--- src/rtl/ysyx_pkg.sv ---
// rtl/ysyx_pkg.sv - shared core types and widths for the writeback arbiter
`ifndef YSYX_ROB_SIZE
`define YSYX_ROB_SIZE 32
`endif
`ifndef YSYX_PHY_LEN
`define YSYX_PHY_LEN 6
`endif
`ifndef YSYX_XLEN
`define YSYX_XLEN 32
`endif

package ysyx_pkg;

    localparam int ROB_SIZE = `YSYX_ROB_SIZE;
    localparam int DW       = $clog2(ROB_SIZE) + 1;
    localparam int PLEN     = `YSYX_PHY_LEN;
    localparam int XLEN     = `YSYX_XLEN;
    localparam int CAUSE_W  = 5;

    // Requester encoding on wb_src
    localparam int WB_SRC_ALU = 0;
    localparam int WB_SRC_MDU = 1;
    localparam int WB_SRC_LSU = 2;

    typedef struct packed {
        logic [DW-1:0]      dest;
        logic [PLEN-1:0]    prd;
        logic               wen;
        logic [XLEN-1:0]    result;
        logic [XLEN-1:0]    npc;
        logic               trap;
        logic [CAUSE_W-1:0] cause;
        logic [XLEN-1:0]    tval;
    } wb_pkt_t;

    localparam int WB_PKT_W = $bits(wb_pkt_t);

    // Packet width for a given set of core widths; matches $bits(wb_pkt_t) at the defaults.
    function automatic int wb_pkt_width(int rob_size, int plen, int xlen);
        return ($clog2(rob_size) + 1) + plen + 1 + 3 * xlen + 1 + CAUSE_W;
    endfunction

endpackage

--- src/rtl/ysyx_wbu_fifo.sv ---
// rtl/ysyx_wbu_fifo.sv - per-requester result FIFO feeding the writeback arbiter
module ysyx_wbu_fifo
    import ysyx_pkg::*;
#(
    parameter int DEPTH = 2
) (
    input  logic                       clock_i,
    input  logic                       resetn_i,
    input  logic                       clear_i,
    input  logic                       push_i,
    input  wb_pkt_t                    pkt_i,
    input  logic                       pop_i,
    output wb_pkt_t                    head_o,
    output logic                       full_o,
    output logic                       empty_o,
    output logic [$clog2(DEPTH):0]     count_o
);

    localparam int AW = $clog2(DEPTH);
    localparam int CW = AW + 1;

    wb_pkt_t         mem_q [DEPTH];
    logic [AW-1:0]   rd_q, rd_d;
    logic [AW-1:0]   wr_q, wr_d;
    logic [CW-1:0]   cnt_q, cnt_d;
    logic            do_push, do_pop;

    assign full_o  = (cnt_q == CW'(DEPTH));
    assign empty_o = (cnt_q == '0);
    assign count_o = cnt_q;
    assign head_o  = mem_q[rd_q];

    // A full FIFO never accepts, even in a cycle where it also pops.
    assign do_push = push_i && !full_o;
    assign do_pop  = pop_i && !empty_o;

    // Pointer and occupancy next-state; pointers wrap naturally at DEPTH.
    always_comb begin
        rd_d  = rd_q;
        wr_d  = wr_q;
        cnt_d = cnt_q;
        if (do_push) wr_d = wr_q + 1'b1;
        if (do_pop)  rd_d = rd_q + 1'b1;
        case ({do_push, do_pop})
            2'b10:   cnt_d = cnt_q + 1'b1;
            2'b01:   cnt_d = cnt_q - 1'b1;
            default: cnt_d = cnt_q;
        endcase
    end

    // Reset and clear both drop every queued entry and any push/pop this cycle.
    always_ff @(posedge clock_i) begin
        if (!resetn_i || clear_i) begin
            rd_q  <= '0;
            wr_q  <= '0;
            cnt_q <= '0;
        end else begin
            rd_q  <= rd_d;
            wr_q  <= wr_d;
            cnt_q <= cnt_d;
        end
    end

    // Storage needs no reset; stale contents are hidden behind the count.
    always_ff @(posedge clock_i) begin
        if (resetn_i && !clear_i && do_push) mem_q[wr_q] <= pkt_i;
    end

`ifndef SYNTHESIS
    a_no_push_full: assert property (@(posedge clock_i) disable iff (!resetn_i || clear_i)
        push_i |-> !full_o);
`endif

endmodule

--- src/rtl/ysyx_wbu_arb.sv ---
// rtl/ysyx_wbu_arb.sv - round-robin writeback arbiter over per-unit result FIFOs
module ysyx_wbu_arb
    import ysyx_pkg::*;
#(
    parameter int NREQ     = 3,
    parameter int DEPTH    = 2,
    parameter int ROB_SIZE = `YSYX_ROB_SIZE,
    parameter int PLEN     = `YSYX_PHY_LEN,
    parameter int XLEN     = `YSYX_XLEN,
    parameter int PKT_W    = wb_pkt_width(ROB_SIZE, PLEN, XLEN),
    parameter int SW       = $clog2(NREQ)
) (
    input  logic                    clock,
    input  logic                    reset,
    input  logic                    flush,
    input  logic [NREQ-1:0]         req_valid,
    output logic [NREQ-1:0]         req_ready,
    input  logic [NREQ*PKT_W-1:0]   req_pkt,
    output logic                    wb_valid,
    input  logic                    wb_ready,
    output logic [PKT_W-1:0]        wb_pkt,
    output logic [SW-1:0]           wb_src
);

    wb_pkt_t              in_pkt [NREQ];
    wb_pkt_t              head   [NREQ];
    logic [NREQ-1:0]      push, pop, full, empty;
    logic [SW-1:0]        rr_q, rr_d;
    logic                 hold_q, hold_d;
    logic [SW-1:0]        hold_src_q, hold_src_d;
    logic [SW-1:0]        scan_grant, grant;
    logic                 found;
    int                   idx;

    for (genvar i = 0; i < NREQ; i++) begin : g_fifo
        assign in_pkt[i]    = req_pkt[i*PKT_W +: PKT_W];
        assign req_ready[i] = !full[i];
        assign push[i]      = req_valid[i] && req_ready[i];
        assign pop[i]       = wb_valid && wb_ready && (grant == SW'(i));

        ysyx_wbu_fifo #(.DEPTH(DEPTH)) u_fifo (
            .clock_i  (clock),
            .resetn_i (reset),
            .clear_i  (flush),
            .push_i   (push[i]),
            .pkt_i    (in_pkt[i]),
            .pop_i    (pop[i]),
            .head_o   (head[i]),
            .full_o   (full[i]),
            .empty_o  (empty[i]),
            .count_o  ()
        );

`ifndef SYNTHESIS
        a_dest_nonzero: assert property (@(posedge clock) disable iff (!reset || flush)
            push[i] |-> (in_pkt[i].dest != '0));
`endif
    end

    // Priority scan from rr_q upward, wrapping modulo NREQ.
    always_comb begin
        scan_grant = '0;
        found      = 1'b0;
        idx        = 0;
        for (int k = 0; k < NREQ; k++) begin
            idx = int'(rr_q) + k;
            if (idx >= NREQ) idx = idx - NREQ;
            if (!found && !empty[idx]) begin
                found      = 1'b1;
                scan_grant = SW'(idx);
            end
        end
    end

    // A stalled grant is frozen so a newly filled FIFO cannot steal the port.
    assign grant    = hold_q ? hold_src_q : scan_grant;
    assign wb_valid = |(~empty);
    assign wb_src   = wb_valid ? grant : '0;
    assign wb_pkt   = wb_valid ? head[grant] : '0;

    // Round-robin pointer and stall-hold next-state.
    always_comb begin
        rr_d       = rr_q;
        hold_d     = wb_valid && !wb_ready;
        hold_src_d = grant;
        if (wb_valid && wb_ready) begin
            rr_d = (grant == SW'(NREQ - 1)) ? '0 : grant + 1'b1;
        end
    end

    // Arbitration state; reset and flush both return to a clean, unheld rr_q = 0.
    always_ff @(posedge clock) begin
        if (!reset || flush) begin
            rr_q       <= '0;
            hold_q     <= 1'b0;
            hold_src_q <= '0;
        end else begin
            rr_q       <= rr_d;
            hold_q     <= hold_d;
            hold_src_q <= hold_src_d;
        end
    end

endmodule
--- config.mk ---
export PLATFORM = sky130hd
export DESIGN_NAME = ysyx_wbu_arb
export DESIGN_NICKNAME = d
export VERILOG_FILES = /design/src/rtl/ysyx_pkg.sv /design/src/rtl/ysyx_wbu_fifo.sv /design/src/rtl/ysyx_wbu_arb.sv
export SDC_FILE = /design/constraint.sdc
export NUM_CORES = 1
export LEC_CHECK = 0
export ABC_CLOCK_PERIOD_IN_PS = 18000
export CORE_MARGIN = 5
export CORE_UTILIZATION = 44
export DETAILED_ROUTE_END_ITERATION = 7
export DONT_BUFFER_PORTS = 1
export HOLD_SLACK_MARGIN = 0.12
export MAX_ROUTING_LAYER = met4
export SLEW_MARGIN = 20
export SYNTH_ARGS = -nofsm -noshare
export SYNTH_HDL_FRONTEND = slang
export SYNTH_HIERARCHICAL = 1
export SYNTH_SLANG_ARGS = --single-unit
--- constraint.sdc ---
create_clock -name clock -period 18 [get_ports clock]
set_clock_uncertainty 0.2 [all_clocks]
set_input_delay 4.5 -clock clock [delete_from_list [all_inputs] [get_ports clock]]
set_output_delay 4.5 -clock clock [all_outputs]
set_load 0.005 [all_outputs]
==> results of run 1 <==
## synth_stat cells
cell,n,area (um2)
o21ai_1,1,5.000
o31ai_1,2,15.01
ha_1,7,87.58
a221o_1,1,10.01
nor3b_1,1,7.510
a21oi_1,7,35.03
or3_1,3,18.77
o211ai_2,50,625.6
a21oi_2,1,8.760
o31a_1,1,8.760
xnor2_1,6,52.55
nand4bb_1,1,11.26
buf_2,32,160.2
mux2_2,345,3885
a21o_1,5,37.54
xor2_1,3,26.28
o21ai_0,5,25.02
buf_6,25,281.5
mux2i_4,1,22.52
nor2_1,16,60.06
nand4_1,230,1439
nor2b_1,7,43.79
nand2_1,6,22.52
dfxtp_1,20,400.4
o21bai_1,1,7.510
and3_1,2,12.51
o21a_1,3,22.52
nor3_1,11,55.05
o211ai_1,65,488.0
buf_1,16,60.06
a32o_1,1,10.01
clkbuf_1,57,214.0
nand3_1,6,30.03
o41ai_1,1,8.760
mux2i_1,2,20.02
and2_1,2,12.51
nand2b_1,9,56.30
edfxtp_1,690,20720
a211o_1,1,8.760
inv_1,130,488.0
a32oi_1,1,8.760
a31o_1,1,8.760
## logic make-up (layout without fill, tap and decap cells)
family | count (synthesis) | in the layout
buffers and inverters | 260 | 288
other | 0 | 16
AO/OA/AOI/OAI | 147 | 147
AND/OR/NAND/NOR | 294 | 294
XOR/XNOR | 9 | 9
multiplexers | 348 | 348
flip-flops | 710 | 710
adder cells (fa/ha/maj) | 7 | 7
## metrics by stage
stage	utilization (%)	hold slack, ns	area (um2)	std cells	setup WS, ns
4_1_cts	48.83	0.3225	32620	2675	8.557
6_report	48.93	0.3155	32690	2692	8.578
3_5_place_dp	45.19	0.2969	30190	2546	9.243
5_1_grt	48.92	0.3626	32680	2688	8.315
3_3_place_gp	45.19	0.2958	30190	2546	9.336
2_1_floorplan	-	0.2805	29520	1775	4.441
## routing by layer
layer,vias up,routed length [um]
met3,115,8880
met5,-,0
met4,0,1987
met2,616,37140
li1,6974,-
met1,7995,28370
## worst max-delay path, stage by stage (launching register included)
cell,delay [ns]
dfxtp_1,0.38
inv_1,0.08
ha_1,0.28
nand2b_1,0.17
a32o_1,0.27
o21ai_1,0.18
a221o_4,0.66
a211o_4,0.80
buf_4,0.77
o211ai_1,0.38
## cells in the final DEF (no fill, tap or decap), types with 16 or more instances in the layout
| cell | netlist | final |
|---|---|---|
| nand4_1 | 230 | 230 |
| o211ai_1 | 65 | 65 |
| nor2_1 | 16 | 16 |
| o211ai_2 | 50 | 50 |
| clkbuf_1 | 57 | 17 |
| dfxtp_1 | 20 | 17 |
| inv_1 | 130 | 130 |
| edfxtp_1 | 690 | 690 |
| buf_4 | 0 | 28 |
| diode_2 | 0 | 16 |
| mux2_2 | 345 | 345 |
| clkbuf_16 | 0 | 78 |
## worst paths after layout
kind                            endpoint  slack, ns
min reg2reg        g_fifo[1].u_fifo/rd_q       0.32
min                g_fifo[1].u_fifo/rd_q       0.32
max                           wb_pkt[85]       8.58
max reg2reg  g_fifo[1].u_fifo/count_o[1]      14.20
## final cells by class
type | instances | area (um2) | share of cell area (%)
Antenna cell | 16 | 40.04 | 0.1225
Tap cell | 873 | 1092 | 3.342
Clock inverter | 34 | 416.7 | 1.275
Sequential cell | 710 | 21130 | 64.64
Timing Repair Buffer | 29 | 237.7 | 0.7272
Clock buffer | 95 | 2016 | 6.166
Multi-Input combinational cell | 805 | 7267 | 22.23
Inverter | 130 | 488.0 | 1.493
## state kept, by name, indices dropped and copies added, names as in the netlist, named ones only
signal / cells
hold_src_q: 2
g_fifo.u_fifo/count_o: 6
g_fifo.u_fifo/wr_q: 3
g_fifo.u_fifo/rd_q: 3
hold_q: 1
g_fifo.u_fifo/mem_q: 690
rr_q: 2
## where the power goes
group / leakage (uW) / internal [uW] / switching (uW) / total, uW
Clock: 0.00118 / 898 / 625 / 1520
Sequential: 0.00643 / 1850 / 8.10 / 1860
Combinational: 0.00302 / 72.3 / 164 / 237
Total: 0.0106 / 2820 / 798 / 3620
==> results.md, run 1 <==
* Status: completed
* Post-Synth XOR/XNOR Area at less than 1%
* H-tree depth at 3
* Cells on worst reg2reg path at 12
* Distinct cells, synth at between 40 and 50
* Slew @ Worst Pin at roughly 1.2 ns
* Final setup violating endpoints at 0
* CTS tree: done
* Vias in the first global route at 16,320
* Worst hold path class: reg2reg
* Tot GR Track Use at 20.88%
* Crit. End Element: output port
* Initial antenna violation count at 6
* Synth Net Count at between 2,000 and 2,500
* Main combinational cell family by area after synthesis: multiplexers
* Total power at roughly 3600 uW
* Core area at 0.06680 mm2
* Clock Tree Buf Depth at 3
* Pin count of the biggest net entering global routing at 96
* Clock slew seen by the registers of the worst setup and hold paths at approximately 0.06 ns
* Max-slew violation count at 0
* Area growth syn-to-layout at 10.73%
* Die ar. at approximately 0.072 mm2
* Complex-gate fraction of the synthesized area at roughly 4.5%
* Met3 Use GR at under 10%
* Nets at 2,111
* # DRC at 0
* Cts bufs inserted at 76
* DRT Pass-1 Iters at 5
* PostCTS Resize Cnt at 0
* Root Buffer: clkbuf_16
* Sequential share of the synthesized area at about 70%
* Synth Instances at about 1,800
* Data required, critical path at ~13 ns
* Cell Rows at 95
* Final global-route overflow total at 0
* Via count at 15,700
* WL/cell at around 28 um
* Number of fill cells at around 5,600
* Critical R2R Launch: rr_q[0]
* Vias per std cell at about 5.8
* Grt peak-use layer: met2
* Static Leak at around 0.011 uW
* Hold path depth at 2
* Simple-gate portion of the synthesized area at between 5 and 6%
* Starting DRC count in detailed routing at between 1,000 and 1,500
* Die Y at 269.0 um
* Die width at 269.0 um
* Post-Route WL at between 70,000 and 80,000 um
* Skew-Pair Late Insertion Delay at 0.60 ns
* Min Tclk post-route at approximately 9.4 ns
* Unrepaired setup endpoints after global routing: no
* Final Hold Fails at 0
* Initial core utilization at between 40% and 50%
* Detail Route Antenna Nets at 0
* Min-Delay Startpoint: g_fifo[1].u_fifo/rd_q
* Max FO, Critical Path at 61
* Final Wtd Congestion at ~0.84
* Crit path from: rr_q[0]
* Total of max-cap violations at 0
* Routing usage on met2 at 33.03%
* Mux cell area share after synthesis at 13.30%
* Critical path arrival at between 4 and 5 ns
* First-pass GRT wire length at about 110,000 um
* Avg Synthesized Cell Area at 16.63 um2
* Setup TNS at 0 ns
* Io pins at about 470
* Worst Setup Start Kind: flip-flop
* Area of the mapped netlist at 0.02952 mm2
* DPL Wire Length at approximately 49,000 um
* CP Class: reg2out
* Number of synthesized register bits at 710
* Peak supply drop at around 0.0001 V
* Max Clock Freq at about 0.11 GHz
* Pwr dens at ~110 mW/mm2
* Hold_buf cts at 0
* GR Util met1 at between 20% and 30%
* Yosys warns at 6
* Share of cells above drive strength 1 at roughly 30%
* Adder-cell share of the synthesized area at less than 1%
* Setup bufs post-CTS at 0
* Slew headroom at between 20% and 30%
* Fin crit share at between 50% and 60%
* Clock sinks at between 700 and 800
* IO Port Bufs at 0
Power figures use the tool's default switching activity.
==> run 2, diff against run 1 <==
--- a/config.mk
+++ b/config.mk
@@ -5,7 +5,7 @@
 export SDC_FILE = /design/constraint.sdc
 export NUM_CORES = 1
 export LEC_CHECK = 0
-export ABC_CLOCK_PERIOD_IN_PS = 18000
+export ABC_CLOCK_PERIOD_IN_PS = 8250
 export CORE_MARGIN = 5
 export CORE_UTILIZATION = 44
 export DETAILED_ROUTE_END_ITERATION = 7
==> constraint.sdc (replaced) <==
create_clock -name clock -period 8.25 [get_ports clock]
set_clock_uncertainty 0.2 [all_clocks]
set_input_delay 2.0625 -clock clock [delete_from_list [all_inputs] [get_ports clock]]
set_output_delay 2.0625 -clock clock [all_outputs]
set_load 0.005 [all_outputs]
==> results.md, run 2 (synthesis gave the netlist of run 1 again) <==
* Status: completed
* Starting DRC count in detailed routing at 1,117 (-9.8%)
* Net switching power at 1757 uW (+120%)
* Slew @ Worst Pin at 1.115 ns (-0.03853 ns)
* # DRC at 0 (unchanged)
* Final global-route overflow total at 0 (unchanged)
* Slew headroom at 25.70% (+2.6 points)
* Die ar. at 0.07237 mm2 (unchanged)
* Routed wl met3 at 8020 um (-9.7%)
* Nets at 2,114 (+0.14%)
* Core area at 0.06680 mm2 (unchanged)
* Final setup violating endpoints at 0 (unchanged)
* Peak supply drop at 0.0001688 V (+71%)
* Fin cells at 2,695 (+0.11%)
* Clock sinks at 710 (unchanged)
* Post-Route WL at 73,860 um (-3.3%)
* PostCTS Resize Cnt at 0 (unchanged)
* WL/cell at 27.41 um (-3.4%)
* Tot GR Track Use at 20.17% (-0.70 points)
* Fin util at 48.89% (about the same)
* Initial antenna violation count at 6 (unchanged)
* Max FO, Critical Path at 62 (+1.6%)
* Clock slew seen by the registers of the worst setup and hold paths at 0.06 ns (about the same)
* Critical path arrival at 4.53 ns (-0.19 ns)
* DP Cell Count at 2,548 (+0.079%)
* Final Wtd Congestion at 0.8604 (+2.0%)
* Commonest non-fill, non-tap cell in the layout: edfxtp_1
* Max Clock Freq at around 0.15 GHz
* IO Port Bufs at 0 (unchanged)
* Met1 Wirelength at 27,590 um (-2.8%)
* Met2 WL at 36,510 um (-1.7%)
* Static Leak at 0.01062 uW (about the same)
* Pin count of the biggest net entering global routing at 91 (-5.2%)
* Top sig layer: met4
* Cell Rows at 95 (unchanged)
* Vias in the first global route at 15,880 (-2.7%)
* Hold_buf cts at 0 (unchanged)
* Share of cells above drive strength 1 at 30.00% (+0.11 points)
* Worst hold path class: reg2reg
* Clock share of power at 42.0% (about the same)
* Cts bufs inserted at 78 (+2.6%)
* Die width at 269.0 um (unchanged)
* Area of the multi-input gates at 0.007267 mm2 (unchanged)
* DRT Pass-1 Iters at 5 (unchanged)
* CP Class: reg2out
* Clock Tree Buf Depth at 3 (unchanged)
* Max-slew violation count at 0 (unchanged)
* Total of max-cap violations at 0 (unchanged)
* Unrepaired setup endpoints after global routing: no
* Crit. End Element: output port
* Register Area at 0.02113 mm2 (unchanged)
* Vias per std cell at 5.809 (-0.40%)
* Skew-Pair Late Insertion Delay at 0.61 ns (about the same)
* CTS tree: done
* Initial core utilization at 44.19% (unchanged)
* Max FFs per register at 690 (unchanged)
* H-tree depth at 3 (unchanged)
* Worst Setup Start Kind: flip-flop
* Via count at 15,650 (-0.29%)
* Final Hold Fails at 0 (unchanged)
* DPL Wire Length at 47,890 um (-2.1%)
* Combinational cell fraction of total power at 6.5% (about the same)
* Setup TNS at 0 ns (unchanged)
* Fin crit share at between 80% and 90%
* Io pins at 473 (unchanged)
* Area growth syn-to-layout at 10.63% (about the same)
* Setup bufs post-CTS at 0 (unchanged)
* Register share of total power at 51.5% (about the same)
* Min Tclk post-route at 6.792 ns
* Pwr dens at 241.1 mW/mm2 (+120%)
* Root Buffer: clkbuf_16
* Die Y at 269.0 um (unchanged)
* Sw Share at 22.31% (+0.26 points)
* Most flops, register: g_fifo.u_fifo/mem_q
* First-pass GRT wire length at 105,800 um (-3.4%)
* Detail Route Antenna Nets at 0 (unchanged)
* Most frequent cells in the layout: edfxtp_1 (690), mux2_2 (345), nand4_1 (230)
* Number of fill cells at 5,644 (+0.61%)
* Internal power of the cells at 6118 uW (+120%)
* Data required, critical path at 5.99 ns (-7.31 ns)
==> run 2: cell types whose count changed in the layout (fill, tap and decap cells not counted) <==
cell | previous run | this run
clkinv_16 | 1 | 0
clkbuf_16 | 78 | 79
clkbuf_1 | 17 | 18
clkinv_1 | 12 | 14
buf_16 | 1 | 0
buf_4 | 28 | 30
clkinv_4 | 1 | 2
inv_8 | 0 | 1
bufinv_16 | 7 | 5
diode_2 | 16 | 12
inv_6 | 0 | 3
==> run 2: final cells by class <==
type | instances | area share, %
clock inverters | 38 | 1.165
well taps | 873 | 3.345
repair buffers | 30 | 0.6896
multi-input cells | 805 | 22.25
flip-flops and latches | 710 | 64.70
inverters | 130 | 1.494
diodes | 12 | 0.09195
clock buffers | 97 | 6.260
==> run 2: path summary, 6_finish.rpt <==
path         depth (start not counted)  slack, ns                           to                   startpoint
max                                  8       1.46                   wb_pkt[98]  g_fifo[1].u_fifo/count_o[0]
min                                  2       0.31                    flip-flop        g_fifo[0].u_fifo/rd_q
max reg2reg                         11       4.59  g_fifo[2].u_fifo/count_o[1]  g_fifo[1].u_fifo/count_o[0]
min reg2reg                          2       0.31                    flip-flop        g_fifo[0].u_fifo/rd_q
==> run 2: layer usage <==
layer | track usage [%] | vias to the layer above
met1 | 23.56 | 7950
met5 | - | -
met3 | 8.222 | 113
met4 | 5.853 | 0
met2 | 32.42 | 632
li1 | - | 6959
==> run 2: power groups by stage <==
stage	logic (uW)	registers (uW)	clock network (uW)
2_1_floorplan	366	4140	0
3_3_place_gp	513	4120	0
3_5_place_dp	517	4130	0
4_1_cts	517	4050	3400
5_1_grt	551	4060	3560
6_report	512	4050	3310
==> run 2: critical path, stage by stage (launching register included) <==
cell and delay, ns:
dfxtp_1 0.35, nor2_1 0.40, a21oi_1 0.16, o31a_1 0.28
o21ai_1 0.17, a221o_4 0.54, a211o_4 0.82, buf_4 0.74
o211ai_1 0.23
==> run 2: through the flow <==
stage,hold slack [ns],total power (uW),cell area (um2),setup WS [ns]
after floorplan,0.2805,4508,29520,-2.872
final,0.3074,7875,32660,1.458
after global routing,0.3317,8168,32650,1.180
after global placement,0.2963,4638,30200,2.192
after CTS,0.3157,7969,32630,1.432
after detailed placement,0.3021,4645,30200,2.126
